==> src/rtl/mem_access_unit.sv <==
// MEM-stage data-memory responder: qualifies load/store requests from the
// decoder, drives a req/ack word memory with byte lanes, extracts and extends
// load data, and stalls the pipeline while an access is outstanding.
module mem_access_unit #(
  parameter int ADDR_WIDTH = 32,
  parameter int TIMEOUT    = 16
) (
  input  logic                  clk,
  input  logic                  rst,
  input  logic                  memRead,
  input  logic                  memWrite,
  input  logic                  memIsSigned,
  input  logic [1:0]            memDataSize,
  input  logic [ADDR_WIDTH-1:0] addr,
  input  logic [31:0]           wdata,
  output logic                  stall,
  output logic [31:0]           rdata,
  output logic                  misalign,
  output logic                  bus_err,
  output logic                  m_req,
  output logic                  m_we,
  output logic [ADDR_WIDTH-1:0] m_addr,
  output logic [31:0]           m_wdata,
  output logic [3:0]            m_be,
  input  logic [31:0]           m_rdata,
  input  logic                  m_ack
);

  localparam int CW = (TIMEOUT < 2) ? 1 : $clog2(TIMEOUT);
  localparam logic [CW-1:0] CNT_LAST = CW'(TIMEOUT - 1);

  typedef enum logic [1:0] {IDLE, BUSY, DONE} state_t;

  state_t                state_q, state_d;
  logic [CW-1:0]         cnt_q, cnt_d;
  logic                  m_req_q, m_req_d;
  logic                  m_we_q, m_we_d;
  logic [ADDR_WIDTH-1:0] m_addr_q, m_addr_d;
  logic [31:0]           m_wdata_q, m_wdata_d;
  logic [3:0]            m_be_q, m_be_d;
  logic [1:0]            size_q, size_d;
  logic                  sign_q, sign_d;
  logic [1:0]            off_q, off_d;
  logic [31:0]           rdata_q, rdata_d;
  logic                  misalign_q, misalign_d;
  logic                  bus_err_q, bus_err_d;
  logic                  stall_c;

  logic                  req;
  logic                  mis;
  logic [3:0]            be_c;
  logic [31:0]           wdata_c;
  logic [31:0]           load_c;
  logic [7:0]            lbyte;
  logic [15:0]           lhalf;

  // Request qualification, lane generation and store-data replication
  always_comb begin
    req = memRead | memWrite;
    mis = ((memDataSize == 2'b01) && addr[0]) ||
          ((memDataSize == 2'b10) && (addr[1:0] != 2'b00)) ||
          (memDataSize == 2'b11);
    be_c    = 4'b1111;
    wdata_c = wdata;
    case (memDataSize)
      2'b00: begin
        be_c    = 4'b0001 << addr[1:0];
        wdata_c = {4{wdata[7:0]}};
      end
      2'b01: begin
        be_c    = addr[1] ? 4'b1100 : 4'b0011;
        wdata_c = {2{wdata[15:0]}};
      end
      default: ;
    endcase
  end

  // Load extraction using the offset/size/sign captured at request time
  always_comb begin
    case (off_q)
      2'd0:    lbyte = m_rdata[7:0];
      2'd1:    lbyte = m_rdata[15:8];
      2'd2:    lbyte = m_rdata[23:16];
      default: lbyte = m_rdata[31:24];
    endcase
    lhalf = off_q[1] ? m_rdata[31:16] : m_rdata[15:0];
    case (size_q)
      2'b00:   load_c = {{24{sign_q & lbyte[7]}}, lbyte};
      2'b01:   load_c = {{16{sign_q & lhalf[15]}}, lhalf};
      default: load_c = m_rdata;
    endcase
  end

  // Next-state and registered-output logic for the IDLE/BUSY/DONE sequencer
  always_comb begin
    state_d    = state_q;
    cnt_d      = cnt_q;
    m_req_d    = m_req_q;
    m_we_d     = m_we_q;
    m_addr_d   = m_addr_q;
    m_wdata_d  = m_wdata_q;
    m_be_d     = m_be_q;
    size_d     = size_q;
    sign_d     = sign_q;
    off_d      = off_q;
    rdata_d    = rdata_q;
    misalign_d = 1'b0;
    bus_err_d  = 1'b0;
    stall_c    = 1'b0;
    case (state_q)
      IDLE: begin
        if (req && mis) begin
          misalign_d = 1'b1;
        end else if (req) begin
          stall_c   = 1'b1;
          m_req_d   = 1'b1;
          m_we_d    = memWrite;
          m_addr_d  = {addr[ADDR_WIDTH-1:2], 2'b00};
          m_wdata_d = wdata_c;
          m_be_d    = be_c;
          size_d    = memDataSize;
          sign_d    = memIsSigned;
          off_d     = addr[1:0];
          cnt_d     = '0;
          state_d   = BUSY;
        end
      end
      BUSY: begin
        stall_c = 1'b1;
        if (m_ack) begin
          rdata_d = m_we_q ? 32'd0 : load_c;
          m_req_d = 1'b0;
          state_d = DONE;
        end else if (cnt_q == CNT_LAST) begin
          rdata_d   = 32'd0;
          bus_err_d = 1'b1;
          m_req_d   = 1'b0;
          state_d   = DONE;
        end else begin
          cnt_d = cnt_q + 1'b1;
        end
      end
      DONE: begin
        // Pipeline advances here; the next request is sampled back in IDLE.
        state_d = IDLE;
      end
      default: state_d = IDLE;
    endcase
  end

  // State and output registers with asynchronous active-low reset
  always_ff @(posedge clk or negedge rst) begin
    if (!rst) begin
      state_q    <= IDLE;
      cnt_q      <= '0;
      m_req_q    <= 1'b0;
      m_we_q     <= 1'b0;
      m_addr_q   <= '0;
      m_wdata_q  <= '0;
      m_be_q     <= '0;
      size_q     <= '0;
      sign_q     <= 1'b0;
      off_q      <= '0;
      rdata_q    <= '0;
      misalign_q <= 1'b0;
      bus_err_q  <= 1'b0;
    end else begin
      state_q    <= state_d;
      cnt_q      <= cnt_d;
      m_req_q    <= m_req_d;
      m_we_q     <= m_we_d;
      m_addr_q   <= m_addr_d;
      m_wdata_q  <= m_wdata_d;
      m_be_q     <= m_be_d;
      size_q     <= size_d;
      sign_q     <= sign_d;
      off_q      <= off_d;
      rdata_q    <= rdata_d;
      misalign_q <= misalign_d;
      bus_err_q  <= bus_err_d;
    end
  end

  // Stall is combinational so a new request freezes the pipeline at once
  assign stall    = stall_c & rst;
  assign rdata    = rdata_q;
  assign misalign = misalign_q;
  assign bus_err  = bus_err_q;
  assign m_req    = m_req_q;
  assign m_we     = m_we_q;
  assign m_addr   = m_addr_q;
  assign m_wdata  = m_wdata_q;
  assign m_be     = m_be_q;

endmodule

==> config.mk <==
export PLATFORM = sky130hd
export DESIGN_NAME = mem_access_unit
export DESIGN_NICKNAME = d
export VERILOG_FILES = /design/src/rtl/mem_access_unit.sv
export SDC_FILE = /design/constraint.sdc
export NUM_CORES = 1
export LEC_CHECK = 0
export CORE_MARGIN = 3
export CORE_UTILIZATION = 48
export CTS_CLUSTER_SIZE = 8
export DETAILED_ROUTE_END_ITERATION = 10
export MAX_ROUTING_LAYER = met4
export PLACE_DENSITY_LB_ADDON = 0.2
export SLEW_MARGIN = 5
export SYNTH_ARGS = -nofsm -noshare
export SYNTH_HDL_FRONTEND = slang
export SYNTH_SLANG_ARGS = --single-unit
==> constraint.sdc <==
create_clock -name clk -period 6.3 [get_ports clk]
set_clock_uncertainty 0.15 [all_clocks]
set_input_delay 1.89 -clock clk [delete_from_list [all_inputs] [get_ports clk]]
set_output_delay 1.89 -clock clk [all_outputs]
set_load 0.01 [all_outputs]
## Word level (Yosys, flattened, before mapping)

Index checks and enable logic that the tools add are counted.

- Logic and storage cells: 82
- Output and inout bits: 105
- Register bits: 113

- Equal/unequal tests: 13
- Shifts and indexed selects: 1
- Reductions and logical operators: 17
- Bitwise logic cells: 5
- $add $sub $neg: 1
- Muxes and demuxes: 32

Operator list:

| operator | number |
|---|---|
| one-hot mux 32 bit (2 select lines) | 2 |
| two-way mux 32 bit | 3 |
| one-hot mux 8 bit (3 select lines) | 1 |
| two-way mux 4 bit | 5 |
| two-way mux 16 bit | 1 |
| one-hot mux 4 bit (2 select lines) | 2 |
| two-way mux 1 bit | 11 |
| equality test 2 x 1 -> 1 bit (second input constant) | 4 |
| logical NOT 2 bit | 4 |
| two-way mux 2 bit | 4 |
| inequality test 2 bit (second input constant) | 4 |
| equality test 2 bit (second input constant) | 3 |
| AND reduction 3 bit | 2 |
| nonzero test 2 bit | 3 |
| AND reduction 5 bit | 1 |
| adder 4 x 1 -> 4 bit (second input constant) | 1 |
| equality test 4 bit (second input constant) | 1 |
| one-hot mux 1 bit (2 select lines) | 2 |
| one-hot mux 2 bit (2 select lines) | 1 |
| AND reduction 4 bit | 1 |
| << shifter 1 x 2 -> 4 bit (first input constant) | 1 |
| bitwise AND 1 bit | 3 |
| logical AND 1 bit | 3 |
| inequality test 3 bit (second input constant) | 1 |
| other kinds (4) | 5 |

## Longest topological paths before layout

Gate-level depths: netlist of run 1.

- Depth after elaboration: 8
- Mapped depth: 7

## Worst setup path after synthesis of run 1

Ideal clock, no wire load.

- Path type: input to output
- Start: in memDataSize[1]
- End: out stall
- Required time: 4.260 ns
- Arrival time: 3.047 ns
- Slack: 1.213 ns
- Stages on the path: 7
- Cell sequence: buf_2 > o21a_1 > o22a_1 > nor2_1 > buf_2 > buf_4 > o211a_1

- Word-level cells in the longest chain between the ends: 8
- Elaborated cells on any way between the ends: 11
- Classes of those cells: 3 x eq/ne; 2 x mux; 1 x bitwise; 5 x reduce/logical

Ends and longest elaborated chain:

| what | RTL line | text |
|---|---|---|
| start: declaration | 13 | `input logic [1:0] memDataSize,` |
| equality test 2 x 1 -> 1 bit / equality test 2 bit (equally long branches) | 60, 61 |  |
| logical AND 1 bit (on tied branches) | 60, 61 |  |
| logical OR 1 bit | 60 | `mis = ((memDataSize == 2'b01) && addr[0]) \|\|` |
| logical OR 1 bit * | 61 | `((memDataSize == 2'b10) && (addr[1:0] != 2'b00)) \|\|` |
| logical AND 1 bit * | 112 | `if (req && mis) begin` |
| two-way mux 1 bit * | 112 |  |
| one-hot mux 1 bit (2 select lines) * | 110 | `case (state_q)` |
| bitwise AND 1 bit * | 185 | `assign stall = stall_c & rst;` |
| end: declaration | 16 | `output logic stall,` |

Mark *: on every way between the ends. The rest lies on a longest branch, timed or not.

## Worst setup path in the final report of run 1

- Start: in addr[1]
- End: out stall

- Word-level cells in the longest chain between the ends: 8

Ends and longest elaborated chain:

| what | RTL line | text |
|---|---|---|
| start: declaration | 14 | `input logic [ADDR_WIDTH-1:0] addr,` |
| nonzero test 2 bit | 61 |  |
| logical AND 1 bit | 61 |  |
| logical OR 1 bit | 60 |  |
| logical OR 1 bit | 61 |  |
| logical AND 1 bit | 112 |  |
| two-way mux 1 bit | 112 |  |
| one-hot mux 1 bit (2 select lines) | 110 |  |
| bitwise AND 1 bit | 185 |  |

No other way between the ends.

==> run summary, run 1 <==
Layout area overhead -> 49.6%
Min-Delay Path Class -> reg2reg
Seq/Total Area, Yosys -> 0.527
setup bufs post-CTS -> 0
CP cell instances -> clkdlybuf4s50_1, o21a_1, o22a_1, nor2_4, o211a_1, clkdlybuf4s50_1
critical path arrival -> 3.71 ns
Die X -> 112 um
Clk network pwr share -> 0.250
Post-Syn Area -> 5360 um^2
Nets -> 754
crit path max fanout -> 8
total count of max-transition violations in the final report -> 0
Worst path max stage delay -> 0.54 ns
total clock sinks -> 113
Worst EP required -> 4.26 ns
CTS clk-pin slew, worst paths -> 0.05 ns
via/cell ratio -> 5.72
Power, Total -> 3.57 mW
Slew @ Worst Pin -> 1.09 ns
leak pwr -> 3.35 nW
Pre-Repair DR Iteration Count -> 5
final core occ -> 0.757
antenna cells -> 0
Cells after Synth -> 451
CP delay by family, top -> buffers and inverters
max frequency -> 174 MHz
CTS Hold Bufs -> 0
Die ar. -> 12,500 um^2
number of synthesized flops with an enable pin -> 0
overflow left after global routing -> 0
Post-synth ARST share -> 1.00
first-pass GRT wire length -> 25,100 um
ANT nets after route -> 0
hold depth -> 2
clock latency on the worst-skew pair -> 0.51 ns
RSZ-0062 raised after global routing -> no
WL met1 -> 6000 um
Seq pwr share -> 0.355
H-tree depth -> 4
post-CTS sizing -> 0
initial drt markers -> 240
Port Buffer Count -> 206
Starting Density -> 0.506
Clock Root Buffer -> clkbuf_8
part of the power in combinational logic -> 0.395
DRC violations left -> 0
Period Utilization, post-route -> 0.913
cell mode on critical path -> clkdlybuf4s50_1
DP HPWL -> 10,800 um
maximum vdd drop -> 0.281 mV
FP Rows -> 37
Synth cell types -> 52
Register Area -> 2830 um^2
top layer in use -> met4
Synth Warn # -> 0
Avg Inst Size Synth -> 11.9 um^2
Routed WL -> 15,500 um
FILL cells -> 714
routed vias -> 4,558
met3 wire length -> 1500 um
Num CTS Buffers -> 17
Slew HR -> 0.273
setup total negative slack -> 0 ns
slowest stage cell, crit path -> clkdlybuf4s50_1
Crit path depth -> 6
Synth top area share -> 0.527
P_sw -> 1.11 mW
number of I/O pins -> 209
final hold vios -> 0
Setup CP Type -> in2out
outcome -> complete, no violations
P_int -> 2.46 mW
number of global-route vias before repair -> 4,889
DR WL met2 -> 7580 um
CP bufs+invs -> 2
initial antenna violation count -> 0
Worst R2R Path Depth -> 4
startpoint types -> primary input
Final setup violation count -> 0
Core Box Area -> 10,600 um^2
Sw Share -> 0.312
clock period minus worst slack -> 5.75 ns
Min Hold Slack -> 0.331 ns
Top FF cell, synth -> dfrtp_1
Setup crit end kind -> output pin
proportion of layout cells with a drive suffix above 1 -> 0.159
Power Density -> 445 nW/um^2
max_cap viols -> 0
wire per inst -> 19.5 um
area leader, netlist -> dfrtp_1
Die Span Y -> 112 um
Multi-input gate area -> 2330 um^2
leading cell types by total area after synthesis -> dfrtp_1, mux2_2, mux2i_1, o21ai_0, a221o_1
clock tree buffer depth -> 2
CTS tree -> done
Synth Register Bits -> 113
largest net degree at the start of global routing -> 76
gpl congestion -> 0.832
Tot GR Track Use -> 0.263
## worst register-to-register path, stage by stage (launching register included)
cell,delay (ns)
dfrtp_1,1.06
mux4_2,0.68
a211oi_1,0.25
nor2_1,0.20
a22o_1,0.24
## power groups by stage
stage	logic, mW	clock network (mW)	registers, mW
5_1_grt	1.51	0.944	1.31
6_report	1.41	0.891	1.27
2_1_floorplan	0.553	0	1.33
4_1_cts	1.42	0.907	1.27
3_3_place_gp	1.38	0	1.25
3_5_place_dp	1.41	0	1.28
## registers in the layout (all words and copies together) (netlist names)
name,flops
state_q,2
sign_q,1
bus_err,1
m_req,1
misalign,1
size_q,2
off_q,2
m_wdata,32
rdata,32
m_be,4
cnt_q,4
m_addr,30
m_we,1
## synth_stat cells (2+ instances only)
cell type and count:
nor3_1 3, a22o_1 9, nand2b_1 2, a32o_1 2, inv_1 4, clkbuf_1 16
buf_4 8, or2_2 2, mux2i_1 28, buf_6 4, o31ai_1 8, nor2_1 9
nand2_1 27, buf_1 3, buf_2 5, and2_1 2, a21oi_1 15, o22ai_1 8
mux2_2 59, a221o_1 19, xnor2_1 3, dfrtp_1 113, nand3b_1 8, nor4b_1 2
or3_1 2, o21ai_0 44, a211oi_1 2, o21a_1 2, nor3b_1 6, nand3_1 3
nor2b_1 11, or2_1 2
## layer usage
| metal | track usage | vias to the layer above |
|---|---|---|
| li1 | - | 2068 |
| met1 | 0.307 | 2213 |
| met2 | 0.419 | 239 |
| met3 | 0.0848 | 38 |
| met4 | 0.109 | 0 |
| met5 | - | - |
## layout by cell type, fill, tap and decap left out, types with 8 or more instances in the layout
cell type,n
nor2_1,8
o21ai_0,44
o31ai_1,8
nand2_1,27
mux2_2,59
clkdlybuf4s50_1,205
buf_4,9
nand3b_1,8
a21oi_1,15
dfrtp_1,113
clkbuf_16,16
a22o_1,9
a221o_1,19
o22ai_1,8
nor2b_1,11
mux2i_1,28
## logic make-up (layout without fill, tap and decap cells)
group                    after synthesis  in the layout  share of synthesized area
multiplexers                          89             89                      0.183
AND/OR/NAND/NOR                       85             85                     0.0889
AO/OA/AOI/OAI                        119            119                      0.153
other                                  1              2                   0.000699
buffers and inverters                 40            249                     0.0404
XOR/XNOR                               3              3                    0.00490
adder cells (fa/ha/maj)                1              1                    0.00233
flip-flops                           113            113                      0.527
## per-stage QoR
step	cell area [um^2]	std cells	setup WS, ns
6_report	8020	797	0.546
5_1_grt	8020	797	0.476
4_1_cts	8020	797	0.534
3_5_place_dp	7460	766	0.539
3_3_place_gp	7460	766	0.559
2_1_floorplan	5370	452	1.21
## final cells by class
type / count / area share
Clock inverter: 4 / 0.00593
Multi-Input combinational cell: 299 / 0.291
Tap cell: 136 / 0.0212
Inverter: 4 / 0.00187
Clock buffer: 27 / 0.0638
Timing Repair Buffer: 214 / 0.264
Sequential cell: 113 / 0.352
## path summary, 6_finish.rpt
path                                 startpoint                     end  slack [ns]
setup / recovery                        addr[1]                   stall        0.55
hold / removal             rdata[7]$_DFFE_PN0P_    rdata[7]$_DFFE_PN0P_        0.33
setup reg to reg           off_q[1]$_DFFE_PN0P_   rdata[11]$_DFFE_PN0P_        3.60
hold reg to reg            rdata[7]$_DFFE_PN0P_    rdata[7]$_DFFE_PN0P_        0.33
max in group asynchronous                   rst   size_q[0]$_DFFE_PN0P_        3.44
min in group asynchronous                   rst  m_addr[31]$_DFFE_PN0P_        1.20
No activity file was read; power rests on OpenSTA's default activity.
==> run 2, diff against run 1 <==
CORE_MARGIN = default   (was 3)
==> run 2 against run 1 <==
Maximum frequency fell by 0.82%. Count of clock-buffer cells in the layout decreased by 6. Global-route usage increased by 0.91 points. Combinational power hardly changed. Register-to-register slack improved by 0.07 ns. Critical endpoint unchanged. Largest power group unchanged.
==> run summary, run 2 (same netlist as run 1, synthesis figures left out) <==
met3 wire length -> 1310 um
Power Density -> 444 nW/um^2
clock latency on the worst-skew pair -> 0.51 ns
leak pwr -> 3.36 nW
crit path max fanout -> 8
number of global-route vias before repair -> 4,731
FILL cells -> 773
CP cell instances -> clkdlybuf4s50_1, o21a_1, o22a_1, nor2_4, o211a_1, clkdlybuf4s50_1
max frequency -> 172 MHz
Die Span Y -> 108 um
total clock sinks -> 113
max_cap viols -> 0
Routed WL -> 14,600 um
Final Instance Area -> 8050 um^2
Period Utilization, post-route -> 0.921
Die X -> 108 um
Slew @ Worst Pin -> 1.05 ns
Nets -> 755
antenna cells -> 0
Setup CP Type -> in2out
via/cell ratio -> 5.64
initial antenna violation count -> 0
commonest cells after routing, fill and taps aside -> clkdlybuf4s50_1, dfrtp_1, mux2_2
H-tree depth -> 4
non-filler cells, final -> 802
most common cell after layout, fill and taps aside -> clkdlybuf4s50_1
gpl congestion -> 0.853
post-CTS sizing -> 0
outcome -> complete, no violations
CTS clk-pin slew, worst paths -> 0.05 ns
Num CTS Buffers -> 17
Worst path max stage delay -> 0.57 ns
top layer in use -> met4
largest net degree at the start of global routing -> 83
Pre-Repair DR Iteration Count -> 5
Setup crit end kind -> output pin
ANT nets after route -> 0
FP Rows -> 38
slowest stage cell, crit path -> clkdlybuf4s50_1
Multi-input gate area -> 2330 um^2
final hold vios -> 0
clock period minus worst slack -> 5.80 ns
Power, Total -> 3.58 mW
clock tree buffer depth -> 2
DRC violations left -> 0
Starting Density -> 0.495
number of I/O pins -> 209
Tot GR Track Use -> 0.272
CTS tree -> done
placed inst area -> 7480 um^2
setup bufs post-CTS -> 0
CTS Hold Bufs -> 0
first-pass GRT wire length -> 23,200 um
Register Area -> 2830 um^2
DP HPWL -> 10,100 um
wire per inst -> 18.2 um
Worst EP required -> 4.26 ns
proportion of layout cells with a drive suffix above 1 -> 0.166
Port Buffer Count -> 206
cell mode on critical path -> clkdlybuf4s50_1
WL met1 -> 5870 um
Die ar. -> 11,600 um^2
setup total negative slack -> 0 ns
overflow left after global routing -> 0
Clock Root Buffer -> clkbuf_8
r2r setup slk -> 3.67 ns
Core Box Area -> 10,800 um^2
Min-Delay Path Class -> reg2reg
maximum vdd drop -> 0.218 mV
total count of max-transition violations in the final report -> 0
initial drt markers -> 162
Placed Cells -> 771
routed vias -> 4,525
Layout area overhead -> 50.2%
DR WL met2 -> 7190 um
Min Hold Slack -> 0.331 ns
Final setup violation count -> 0
RSZ-0062 raised after global routing -> no
startpoint types -> primary input
critical path arrival -> 3.76 ns
Slew HR -> 0.303
-- run 2: layout make-up --
class,instances,share of cell area
well taps,140,0.0217
multi-input cells,299,0.289
inverters,4,0.00186
flip-flops and latches,113,0.351
clock buffers,21,0.0583
repair buffers,215,0.264
clock inverters,10,0.0135
-- run 2: final timing paths --
path | start | end | depth (start not counted)
worst max-delay path | addr[1] | stall | 6
worst min-delay path | rdata[4]$_DFFE_PN0P_ | rdata[4]$_DFFE_PN0P_ | 2
worst max register to register | off_q[1]$_DFFE_PN0P_ | rdata[11]$_DFFE_PN0P_ | 4
worst min register to register | rdata[4]$_DFFE_PN0P_ | rdata[4]$_DFFE_PN0P_ | 2
max in group asynchronous | rst | m_be[3]$_DFFE_PN0P_ | 2
min in group asynchronous | rst | m_addr[26]$_DFFE_PN0P_ | 1
-- run 2: routing by layer --
metal	up-vias	global-route usage
met5	-	-
met4	0	0.0998
met3	22	0.0854
met2	218	0.438
met1	2220	0.319
li1	2065	-
-- run 2: worst max-delay path: cells and delay by family --
family | cells | cell delay (ns)
buf+inv | 2 | 1.11
compound gates | 3 | 0.64
simple gates | 1 | 0.11
-- run 2: through the flow --
stage          utilization  setup WS [ns]
3_3_place_gp         0.690          0.479
3_5_place_dp         0.690          0.491
5_1_grt              0.743          0.412
4_1_cts              0.743          0.485
6_report             0.743          0.499
2_1_floorplan            -           1.21
-- run 2: power breakdown --
group	leakage, nW	internal (mW)	total (mW)	switching (mW)
Combinational	1.68	0.847	1.39	0.547
Sequential	1.39	1.03	1.26	0.233
Clock	0.285	0.598	0.925	0.327
Total	3.36	2.47	3.58	1.11
